<file path="src/rtl/rv_iopmp_entry_bram_arbiter_pkg.sv">
// Shared types for the IOPMP entry BRAM arbiter: scan FSM states and the streamed entry beat.
package rv_iopmp_entry_bram_arbiter_pkg;

  localparam int unsigned NumEntries = 8;
  localparam int unsigned BramDwidth = 128;
  localparam int unsigned EntryAw    = $clog2(NumEntries);

  typedef enum logic [1:0] {
    StIdle,
    StScan,
    StDrain,
    StFlush
  } scan_state_e;

  typedef struct packed {
    logic [BramDwidth-1:0] data;
    logic [EntryAw-1:0]    idx;
    logic                  last;
  } entry_beat_t;

endpackage

</file>
<file path="src/rtl/rv_iopmp_entry_skid.sv">
// Two-deep valid/ready buffer of entry beats; flush drops all contents and any concurrent push.
module rv_iopmp_entry_skid
  import rv_iopmp_entry_bram_arbiter_pkg::*;
(
  input  logic        clk_i,
  input  logic        rst_ni,
  input  logic        flush_i,
  input  logic        push_i,
  input  entry_beat_t push_beat_i,
  output logic        out_valid_o,
  input  logic        out_ready_i,
  output entry_beat_t out_beat_o,
  output logic [1:0]  count_o
);

  entry_beat_t mem_q [2];
  logic        rd_ptr_q, wr_ptr_q;
  logic [1:0]  count_q;
  logic        pop;

  assign out_valid_o = (count_q != 2'd0);
  assign out_beat_o  = mem_q[rd_ptr_q];
  assign count_o     = count_q;
  assign pop         = out_valid_o & out_ready_i;

  // The producer never pushes into a full buffer, so no overflow guard is needed.
  always_ff @(posedge clk_i or negedge rst_ni) begin
    if (!rst_ni) begin
      count_q  <= 2'd0;
      rd_ptr_q <= 1'b0;
      wr_ptr_q <= 1'b0;
      for (int i = 0; i < 2; i++) mem_q[i] <= '0;
    end else if (flush_i) begin
      count_q  <= 2'd0;
      rd_ptr_q <= 1'b0;
      wr_ptr_q <= 1'b0;
    end else begin
      if (push_i) begin
        mem_q[wr_ptr_q] <= push_beat_i;
        wr_ptr_q        <= ~wr_ptr_q;
      end
      if (pop) rd_ptr_q <= ~rd_ptr_q;
      count_q <= count_q + 2'(push_i) - 2'(pop);
    end
  end

endmodule

</file>
<file path="src/rtl/rv_iopmp_entry_bram_arbiter.sv">
// Owns the single-port entry BRAM: config port always wins, a scan sequencer streams entry
// ranges to the checker around it and reports whether a config write overlapped the scan.
module rv_iopmp_entry_bram_arbiter
  import rv_iopmp_entry_bram_arbiter_pkg::*;
#(
  parameter int unsigned NUMBER_ENTRIES = NumEntries,
  parameter int unsigned BRAM_DWIDTH    = BramDwidth,
  localparam int unsigned AW            = $clog2(NUMBER_ENTRIES)
) (
  input  logic                     clk_i,
  input  logic                     rst_ni,
  input  logic                     cfg_we_i,
  input  logic                     cfg_en_i,
  input  logic [AW-1:0]            cfg_addr_i,
  input  logic [BRAM_DWIDTH-1:0]   cfg_din_i,
  input  logic [BRAM_DWIDTH/8-1:0] cfg_be_i,
  output logic [BRAM_DWIDTH-1:0]   cfg_dout_o,
  input  logic                     scan_req_valid_i,
  output logic                     scan_req_ready_o,
  input  logic [AW-1:0]            scan_start_i,
  input  logic [AW:0]              scan_count_i,
  input  logic                     scan_abort_i,
  output logic                     entry_valid_o,
  input  logic                     entry_ready_i,
  output logic [BRAM_DWIDTH-1:0]   entry_data_o,
  output logic [AW-1:0]            entry_idx_o,
  output logic                     entry_last_o,
  output logic                     scan_done_o,
  output logic                     scan_dirty_o,
  output logic                     bram_we_o,
  output logic                     bram_en_o,
  output logic [AW-1:0]            bram_addr_o,
  output logic [BRAM_DWIDTH-1:0]   bram_din_o,
  output logic [BRAM_DWIDTH/8-1:0] bram_be_o,
  input  logic [BRAM_DWIDTH-1:0]   bram_dout_i
);

  // One spare bit over AW+1 keeps start + count from overflowing.
  localparam int unsigned IW = AW + 2;

  scan_state_e   state_q, state_d;
  logic [IW-1:0] next_idx_q, end_idx_q;
  logic [IW-1:0] start_x, count_x, remain, eff_cnt, end_x;
  logic [AW-1:0] inflight_idx_q;
  logic          inflight_q, dirty_q, done_q, empty_q;
  logic          accept, cfg_wr, scanning, issue, last_issue, push, pop, pop_last, flush;
  logic [1:0]    skid_count, occ;
  entry_beat_t   push_beat, out_beat;

  assign cfg_wr   = cfg_en_i & cfg_we_i;
  assign scanning = (state_q == StScan) || (state_q == StDrain);
  assign accept   = scan_req_valid_i && (state_q == StIdle);
  assign flush    = scanning && scan_abort_i;

  always_comb begin
    start_x = IW'(scan_start_i);
    count_x = IW'(scan_count_i);
    remain  = (start_x < IW'(NUMBER_ENTRIES)) ? IW'(NUMBER_ENTRIES) - start_x : '0;
    eff_cnt = (count_x < remain) ? count_x : remain;
    end_x   = start_x + eff_cnt;
  end

  // Occupancy counts the beat leaving this cycle as free so a held-high ready sees no bubble.
  assign pop        = entry_valid_o & entry_ready_i;
  assign occ        = 2'(inflight_q) + skid_count - 2'(pop);
  assign issue      = (state_q == StScan) && !cfg_en_i && !scan_abort_i && (occ < 2'd2);
  assign last_issue = issue && ((next_idx_q + IW'(1)) == end_idx_q);
  assign push       = inflight_q && scanning;
  assign pop_last   = pop && out_beat.last;

  always_comb begin
    push_beat      = '0;
    push_beat.data = bram_dout_i;
    push_beat.idx  = inflight_idx_q;
    push_beat.last = (IW'(inflight_idx_q) == (end_idx_q - IW'(1)));
  end

  rv_iopmp_entry_skid u_skid (
    .clk_i       (clk_i),
    .rst_ni      (rst_ni),
    .flush_i     (flush),
    .push_i      (push),
    .push_beat_i (push_beat),
    .out_valid_o (entry_valid_o),
    .out_ready_i (entry_ready_i),
    .out_beat_o  (out_beat),
    .count_o     (skid_count)
  );

  always_ff @(posedge clk_i or negedge rst_ni) begin
    if (!rst_ni) state_q <= StIdle;
    else         state_q <= state_d;
  end

  always_comb begin
    state_d = state_q;
    unique case (state_q)
      StIdle:  if (accept && (eff_cnt != '0)) state_d = StScan;
      StScan: begin
        if (scan_abort_i)    state_d = inflight_q ? StFlush : StIdle;
        else if (last_issue) state_d = StDrain;
      end
      StDrain: begin
        if (scan_abort_i)  state_d = inflight_q ? StFlush : StIdle;
        else if (pop_last) state_d = StIdle;
      end
      StFlush: if (!inflight_q) state_d = StIdle;
      default: state_d = StIdle;
    endcase
  end

  always_ff @(posedge clk_i or negedge rst_ni) begin
    if (!rst_ni) begin
      next_idx_q     <= '0;
      end_idx_q      <= '0;
      inflight_q     <= 1'b0;
      inflight_idx_q <= '0;
      dirty_q        <= 1'b0;
      done_q         <= 1'b0;
      empty_q        <= 1'b0;
    end else begin
      if (accept) begin
        next_idx_q <= start_x;
        end_idx_q  <= end_x;
      end else if (issue) begin
        next_idx_q <= next_idx_q + IW'(1);
      end
      inflight_q <= issue;
      if (issue) inflight_idx_q <= next_idx_q[AW-1:0];
      if (accept)                 dirty_q <= cfg_wr;
      else if (state_q != StIdle) dirty_q <= dirty_q | cfg_wr;
      done_q  <= (accept && (eff_cnt == '0)) ||
                 (pop_last && !scan_abort_i && (state_q == StDrain));
      empty_q <= accept && (eff_cnt == '0);
    end
  end

  always_comb begin
    bram_en_o   = 1'b0;
    bram_we_o   = 1'b0;
    bram_addr_o = '0;
    bram_din_o  = '0;
    bram_be_o   = '0;
    if (cfg_en_i) begin
      bram_en_o   = 1'b1;
      bram_we_o   = cfg_we_i;
      bram_addr_o = cfg_addr_i;
      bram_din_o  = cfg_din_i;
      bram_be_o   = cfg_be_i;
    end else if (issue) begin
      bram_en_o   = 1'b1;
      bram_addr_o = next_idx_q[AW-1:0];
    end
  end

  assign scan_req_ready_o = (state_q == StIdle);
  assign cfg_dout_o       = bram_dout_i;
  assign entry_data_o     = out_beat.data;
  assign entry_idx_o      = out_beat.idx;
  assign entry_last_o     = out_beat.last;
  assign scan_done_o      = done_q;
  // A write landing in the done cycle itself still marks the scan dirty.
  assign scan_dirty_o     = done_q && !empty_q && (dirty_q || cfg_wr);

endmodule

</file>
<file path="config.mk">
export PLATFORM = sky130hd
export DESIGN_NAME = rv_iopmp_entry_bram_arbiter
export DESIGN_NICKNAME = d
export VERILOG_FILES = /design/src/rtl/rv_iopmp_entry_bram_arbiter_pkg.sv /design/src/rtl/rv_iopmp_entry_skid.sv /design/src/rtl/rv_iopmp_entry_bram_arbiter.sv
export SDC_FILE = /design/constraint.sdc
export NUM_CORES = 1
export LEC_CHECK = 0
export ABC_AREA = 0
export BUFFER_PORTS_ARGS = -buffer_cell sky130_fd_sc_hd__buf_2
export CAP_MARGIN = 0
export CORE_AREA = 3 3 272 274
export DETAILED_ROUTE_END_ITERATION = 16
export DIE_AREA = 0 0 275 277
export SLEW_MARGIN = 20
export SYNTH_ARGS = -nofsm -noshare
export SYNTH_HDL_FRONTEND = slang
export SYNTH_HIERARCHICAL = 1
export SYNTH_SLANG_ARGS = --single-unit
</file>
<file path="constraint.sdc">
create_clock -name clk_i -period 2.7 [get_ports clk_i]
set_clock_uncertainty 0.1 [all_clocks]
set_input_delay 0.135 -clock clk_i [delete_from_list [all_inputs] [get_ports clk_i]]
set_output_delay 0.135 -clock clk_i [all_outputs]
set_load 0.01 [all_outputs]
</file>
# ---- Word level (Yosys, flattened, before mapping)
# Index checks and enable logic that the tools add are counted.
dict set report totals {
  input_bits 289
  out_inout_bits 413
  reg_bits 287
  elab_cells 110
}
dict set report classes {
  n_reduce_logical 32
  muxes 31
  n_eq_ne 9
  bitwise 8
  n_addsub 8
  magnitude_cmp 5
}
# operator count
set op_table {}
lappend op_table {{$mux W132} 4}
lappend op_table {{$bwmux W264} 1}
lappend op_table {{$demux W132 S1} 1}
lappend op_table {{$mux W128} 1}
lappend op_table {{$mux W16} 1}
lappend op_table {{$mux W2} 8}
lappend op_table {{$logic_and A1 B1 Y1} 15}
lappend op_table {{$mux W5} 3}
lappend op_table {{$reduce_bool A2 Y1} 6}
lappend op_table {{$mux W1} 9}
lappend op_table {{$pmux W2 S4} 1}
lappend op_table {{$mux W3} 2}
lappend op_table {{$ne A3 B3 Y1 const B} 2}
lappend op_table {{$add A3 B5 Y5} 1}
lappend op_table {{$add A5 B1 Y5 const B} 1}
lappend op_table {{$eq A3 B5 Y1} 1}
lappend op_table {{$eq A5 B5 Y1} 1}
lappend op_table {{$logic_not A5 Y1} 1}
lappend op_table {{$lt A4 B5 Y1} 1}
lappend op_table {{$reduce_bool A5 Y1} 1}
lappend op_table {{$sub A4 B3 Y5 const A} 1}
lappend op_table {{$sub A5 B1 Y5 const B} 1}
lappend op_table {{$eq A2 B2 Y1 const B} 2}
lappend op_table {{$ge A2 B2 Y1 const B} 2}
lappend op_table {{17 further kinds} 26}

# ---- Logic depth before layout (Yosys ltp)
dict set report depth {
  ltp_word 9
  mapped_depth 14
  depth_no_buf 14
}

# ---- Modules after synthesis
# The synthesis kept the hierarchy.
# module cells_each area_per_inst_um2 instances
set modules_own_cells {}
lappend modules_own_cells {rv_iopmp_entry_skid 723 11578.6 1}
lappend modules_own_cells {rv_iopmp_entry_bram_arbiter 453 3398.3 1}

# ---- Least setup slack after synthesis
# OpenSTA, ideal clock, no wires.
dict set report synth_path {
  kind {input port to flip-flop}
  startpoint {input scan_start_i[0]}
  endpoint {register end_idx_q[2]}
  stages 14
  t_arrival_ps 2493
  t_required_ps 2467
  path_buffers 0
  path_slack_ps -25
  cell_sequence {inv_1 > ha_1 > xnor2_1 > inv_1 > ha_1 > o21a_1 > nor2_1 > a21oi_1 > mux2_2 > ha_1 > fa_1 > xor2_1 > nor2_1 > a21oi_1}
}
dict set report synth_between {
  elab_chain_cells 4
}
# element line
set synth_lines {}
lappend synth_lines {{start, declared} rv_iopmp_entry_bram_arbiter.sv:20} ;# input logic [AW-1:0] scan_start_i,
lappend synth_lines {{$sub A4 B3 Y5} rv_iopmp_entry_bram_arbiter.sv:58} ;# remain = (start_x < IW'(NUMBER_ENTRIES)) ? IW'(NUMBER_ENTRIES) - start_x : '0;
lappend synth_lines {{$lt A4 B5 Y1} rv_iopmp_entry_bram_arbiter.sv:59} ;# eff_cnt = (count_x < remain) ? count_x : remain;
lappend synth_lines {{$mux W5} rv_iopmp_entry_bram_arbiter.sv:59}
lappend synth_lines {{$add A3 B5 Y5 (*)} rv_iopmp_entry_bram_arbiter.sv:60} ;# end_x = start_x + eff_cnt;
lappend synth_lines {{end signal, assigned} rv_iopmp_entry_bram_arbiter.sv:124} ;# end_idx_q <= end_x;
lappend synth_lines {{end, declared} rv_iopmp_entry_bram_arbiter.sv:42} ;# logic [IW-1:0] next_idx_q, end_idx_q;
# Every way passes the cells marked *; elsewhere a longest branch is shown, timed or not.
# A chain may end at the register's enable or synchronous reset.

# ---- Final worst setup path
dict set report layout_path {
  startpoint {register u_skid.count_q[1], in the netlist u_skid/count_o[1]}
  endpoint {output bram_en_o}
}
dict set report layout_between {
  elab_chain_cells 7
  elab_cells_between_ends 8
  cone_classes {add/sub: 2; order compare: 1; mux: 2; bitwise: 1; reduce/logical: 2}
}
# element line
set layout_lines {}
lappend layout_lines {{start, declared} rv_iopmp_entry_skid.sv:18} ;# logic [1:0] count_q;
lappend layout_lines {{start signal, assigned} rv_iopmp_entry_skid.sv:43} ;# count_q <= count_q + 2'(push_i) - 2'(pop);
lappend layout_lines {{branches (longest 2 deep; another with $add A1 B2 Y2)} n/a}
lappend layout_lines {{$sub A2 B1 Y2 (*)} rv_iopmp_entry_bram_arbiter.sv:65} ;# assign occ = 2'(inflight_q) + skid_count - 2'(pop);
lappend layout_lines {{$lt A2 B2 Y1 (*)} rv_iopmp_entry_bram_arbiter.sv:66} ;# assign issue = (state_q == StScan) && !cfg_en_i && !scan_abort_i && (occ < 2'd2);
lappend layout_lines {{$logic_and A1 B1 Y1 (*)} rv_iopmp_entry_bram_arbiter.sv:66}
lappend layout_lines {{$mux W1 (*)} rv_iopmp_entry_bram_arbiter.sv:150} ;# end else if (issue) begin
lappend layout_lines {{$mux W1 (*)} rv_iopmp_entry_bram_arbiter.sv:144} ;# if (cfg_en_i) begin
lappend layout_lines {{end, declared} rv_iopmp_entry_bram_arbiter.sv:31} ;# output logic bram_en_o,
# Mark *: on every way between the ends.

==> results.tsv <==
metric	value	unit
largest net degree at the start of global routing	149	
Mean Syn Cell Area	12.74	µm²
Clock Latency Late Sink	0.53	ns
GRT overflow	0	
FMAX	345.1	MHz
cells after synthesis	1176	
maxcap violations	0	
period utilization	107.3	%
met1 WL	19310	µm
first-pass GRT wire length	84210	µm
initial DRC count	389	
minimum clock period	2.898	ns
Fin. Hold Viols	0	
Detail Placement HPWL	45450	µm
cell taking the most area after synthesis	dfrtp_1	
RSZ-0062 raised after global routing	true	
die height	277	µm
met3 WL	3629	µm
CTS tree	built	
violated checks	negative setup slack	
#FFs+latches synth	287	
drt wl/cell	20.16	µm
Port Buf Inserts	701	
nets	2211	
Seq/Total Area, Yosys	47.95	%
worst path required time	2.47	ns
setup ws final	-0.1981	ns
die area	0.07618	mm²
DRC viols	0	
Post-synth top cells	mux2_2, dfrtp_1, and2_1	
share of cells above drive strength 1	63.68	%
EDFF count, synth	0	
Worst-Margin Slew	1.099	ns
DRT Pass-1 Iters	4	
CTS clock-pin slew for the worst setup and hold paths	0.06	ns
Starting Density	20.91	%
maximum clock insertion buffer count	3	
Synth cell types	47	
count leader, synth	mux2_2	
Pins Over Slew Limit	0	
Worst setup SP type	flip-flop	
number of setup violations in the final report	4	
critical path class	reg2out	
Via Count	11880	
Slew HR	26.75	%
kind of end point of the critical path	primary output	
Routed Antenna Nets	0	
Top FF cell, synth	dfrtp_1	
Setup TNS	-0.5983	ns
Warnings, synthesis	6	
root buffer cell	clkbuf_16	
DR top layer	met5	
Final Wtd Congestion	0.9880	
row cnt	98	
Die W	275	µm
mapped cell area	0.01498	mm²
HP Class	in2async	
outcome	complete, but fails checks	
# IOs	702	
Synthesized Nets	1483	
metal2 WL	32970	µm
ranking of synthesized cells by area	dfrtp_1, mux2_2, buf_4, and2_1, ha_1	
vias in the first global route	12900	
Worst IR Drop VDD	0.5117	mV
Routed Wire Length	58260	µm
core box area	0.07161	mm²
WP data arrival	2.66	ns
clk sink count	287	
LEAKAGE	11.04	nW
CTS buffer count	35	
Total GRT Usage	14.68	%
CTS H-tree lvls	2	
crit-path max FO	3	
PD cells	886.4	mW/mm²
Async S/R FF share, synth	100.0	%
Syn-to-layout area delta	43.80	%
Total Power	19.09	mW
DR vias/cell	4.111	
initial antenna violation count	35	
post-synth top area share	47.95	%
[area by class of cell]
| class | count | area (µm²) |
|---|---|---|
| fillers | 7306 | 50070 |
| flip-flops and latches | 287 | 7186 |
| multi-input cells | 682 | 6501 |
| repair buffers | 882 | 5361 |
| well taps | 950 | 1189 |
| clock buffers | 50 | 1033 |
| clock inverters | 13 | 176.4 |
| inverters | 16 | 65.06 |
| diodes | 10 | 25.02 |
[sequential cells by signal, summed over array words and instances (netlist names)]
signal and count:
dirty_q 1, empty_q 1, end_idx_q 5, inflight_idx_q 3, inflight_q 1, next_idx_q 5, scan_done_o 1, state_q 2
u_skid/count_o 2, u_skid/mem_q 264, u_skid/rd_ptr_q 1, u_skid/wr_ptr_q 1
[placed cells by master (no fill, tap or decap), types with 3 or more instances in the layout]
cell type	count
clkbuf_16	36
buf_12	11
nor2b_1	4
mux2_2	401
a21oi_1	9
bufinv_16	3
clkinv_2	3
dlygate4sd3_1	135
xnor2_1	10
nor2_1	12
and2_1	146
diode_2	10
a31oi_1	3
buf_4	36
buf_2	698
inv_1	15
nand3_1	3
inv_6	4
clkbuf_8	8
xor2_1	11
dfrtp_1	286
clkbuf_1	6
nand2_1	20
ha_1	14
nor3_1	5
a21oi_2	3
[path summary, 6_finish.rpt]
path                                     endpoint         startpoint  depth (start not counted)  slack [ns]
worst max-delay path                    bram_en_o  u_skid/count_o[1]                          9       -0.20
max in group asynchronous       u_skid/mem_q[160]             rst_ni                          3        1.60
worst min register to register   u_skid/mem_q[78]   u_skid/mem_q[78]                          1        0.40
min in group clk_i                        dirty_q           cfg_we_i                          4        0.04
worst min-delay path            u_skid/mem_q[194]             rst_ni                          2        0.04
worst max register to register      next_idx_q[3]  u_skid/count_o[1]                         11        0.13
[layer usage]
metal / GRT usage, % / up-vias
met3: 3.596 / 141
li1: - / 5363
met5: 0 / -
met2: 29.75 / 501
met4: 4.997 / 4
met1: 14.04 / 5871
[worst max-delay path: stages, from the launching register on]
cell and delay (ns):
dfrtp_1 0.38, or2_4 0.25, and2_4 0.15, ha_4 0.24
and2b_1 0.17, xnor2_1 0.13, or3_4 0.38, buf_6 0.14
or2b_1 0.15, buf_2 0.14
[power breakdown]
part | internal [mW] | switching, mW | leakage, nW
sequential | 5.83 | 0.844 | 3.73
combinational | 4.05 | 3.49 | 6.71
clock | 2.98 | 1.90 | 0.598
[timing repair]
item                                    in CTS  in global routing
endpoints found under the setup margin       4                  8
setup buffers                                5                  1
resized for setup                           11                 11
hold buffers                               135                  0
hold endpoints to repair                   470                  0
pin swaps                                    6                  1
[cells by family (layout without fill, tap and decap cells)]
| kind of cell | Yosys count | in the layout | synth area share [%] |
|---|---|---|---|
| AOI/OAI and AO/OA | 28 | 28 | 1.253 |
| xor gates and xnor gates | 23 | 23 | 1.437 |
| adders and majority gates | 19 | 19 | 1.621 |
| buffers and inverters | 207 | 961 | 9.248 |
| DFF | 287 | 287 | 47.95 |
| muxes | 404 | 404 | 30.37 |
| other | 0 | 10 | 0 |
| and+or+nand+nor | 208 | 208 | 8.120 |
[stage by stage]
stage	instances	setup WS (ns)	hold slack (ns)	utilization (%)	cell area, µm²
floorplan	1176	0.01838	-0.2606	-	14980
finish	2890	-0.1981	0.03531	30.08	21540
CTS	2879	-0.2317	0.008389	29.97	21460
global placement	2676	-0.1920	0.02744	26.27	18810
detailed placement	2676	-0.1900	0.03972	26.27	18810
global route	2882	-0.3062	0.05716	30.05	21520
No activity file was read; power rests on OpenSTA's default activity.
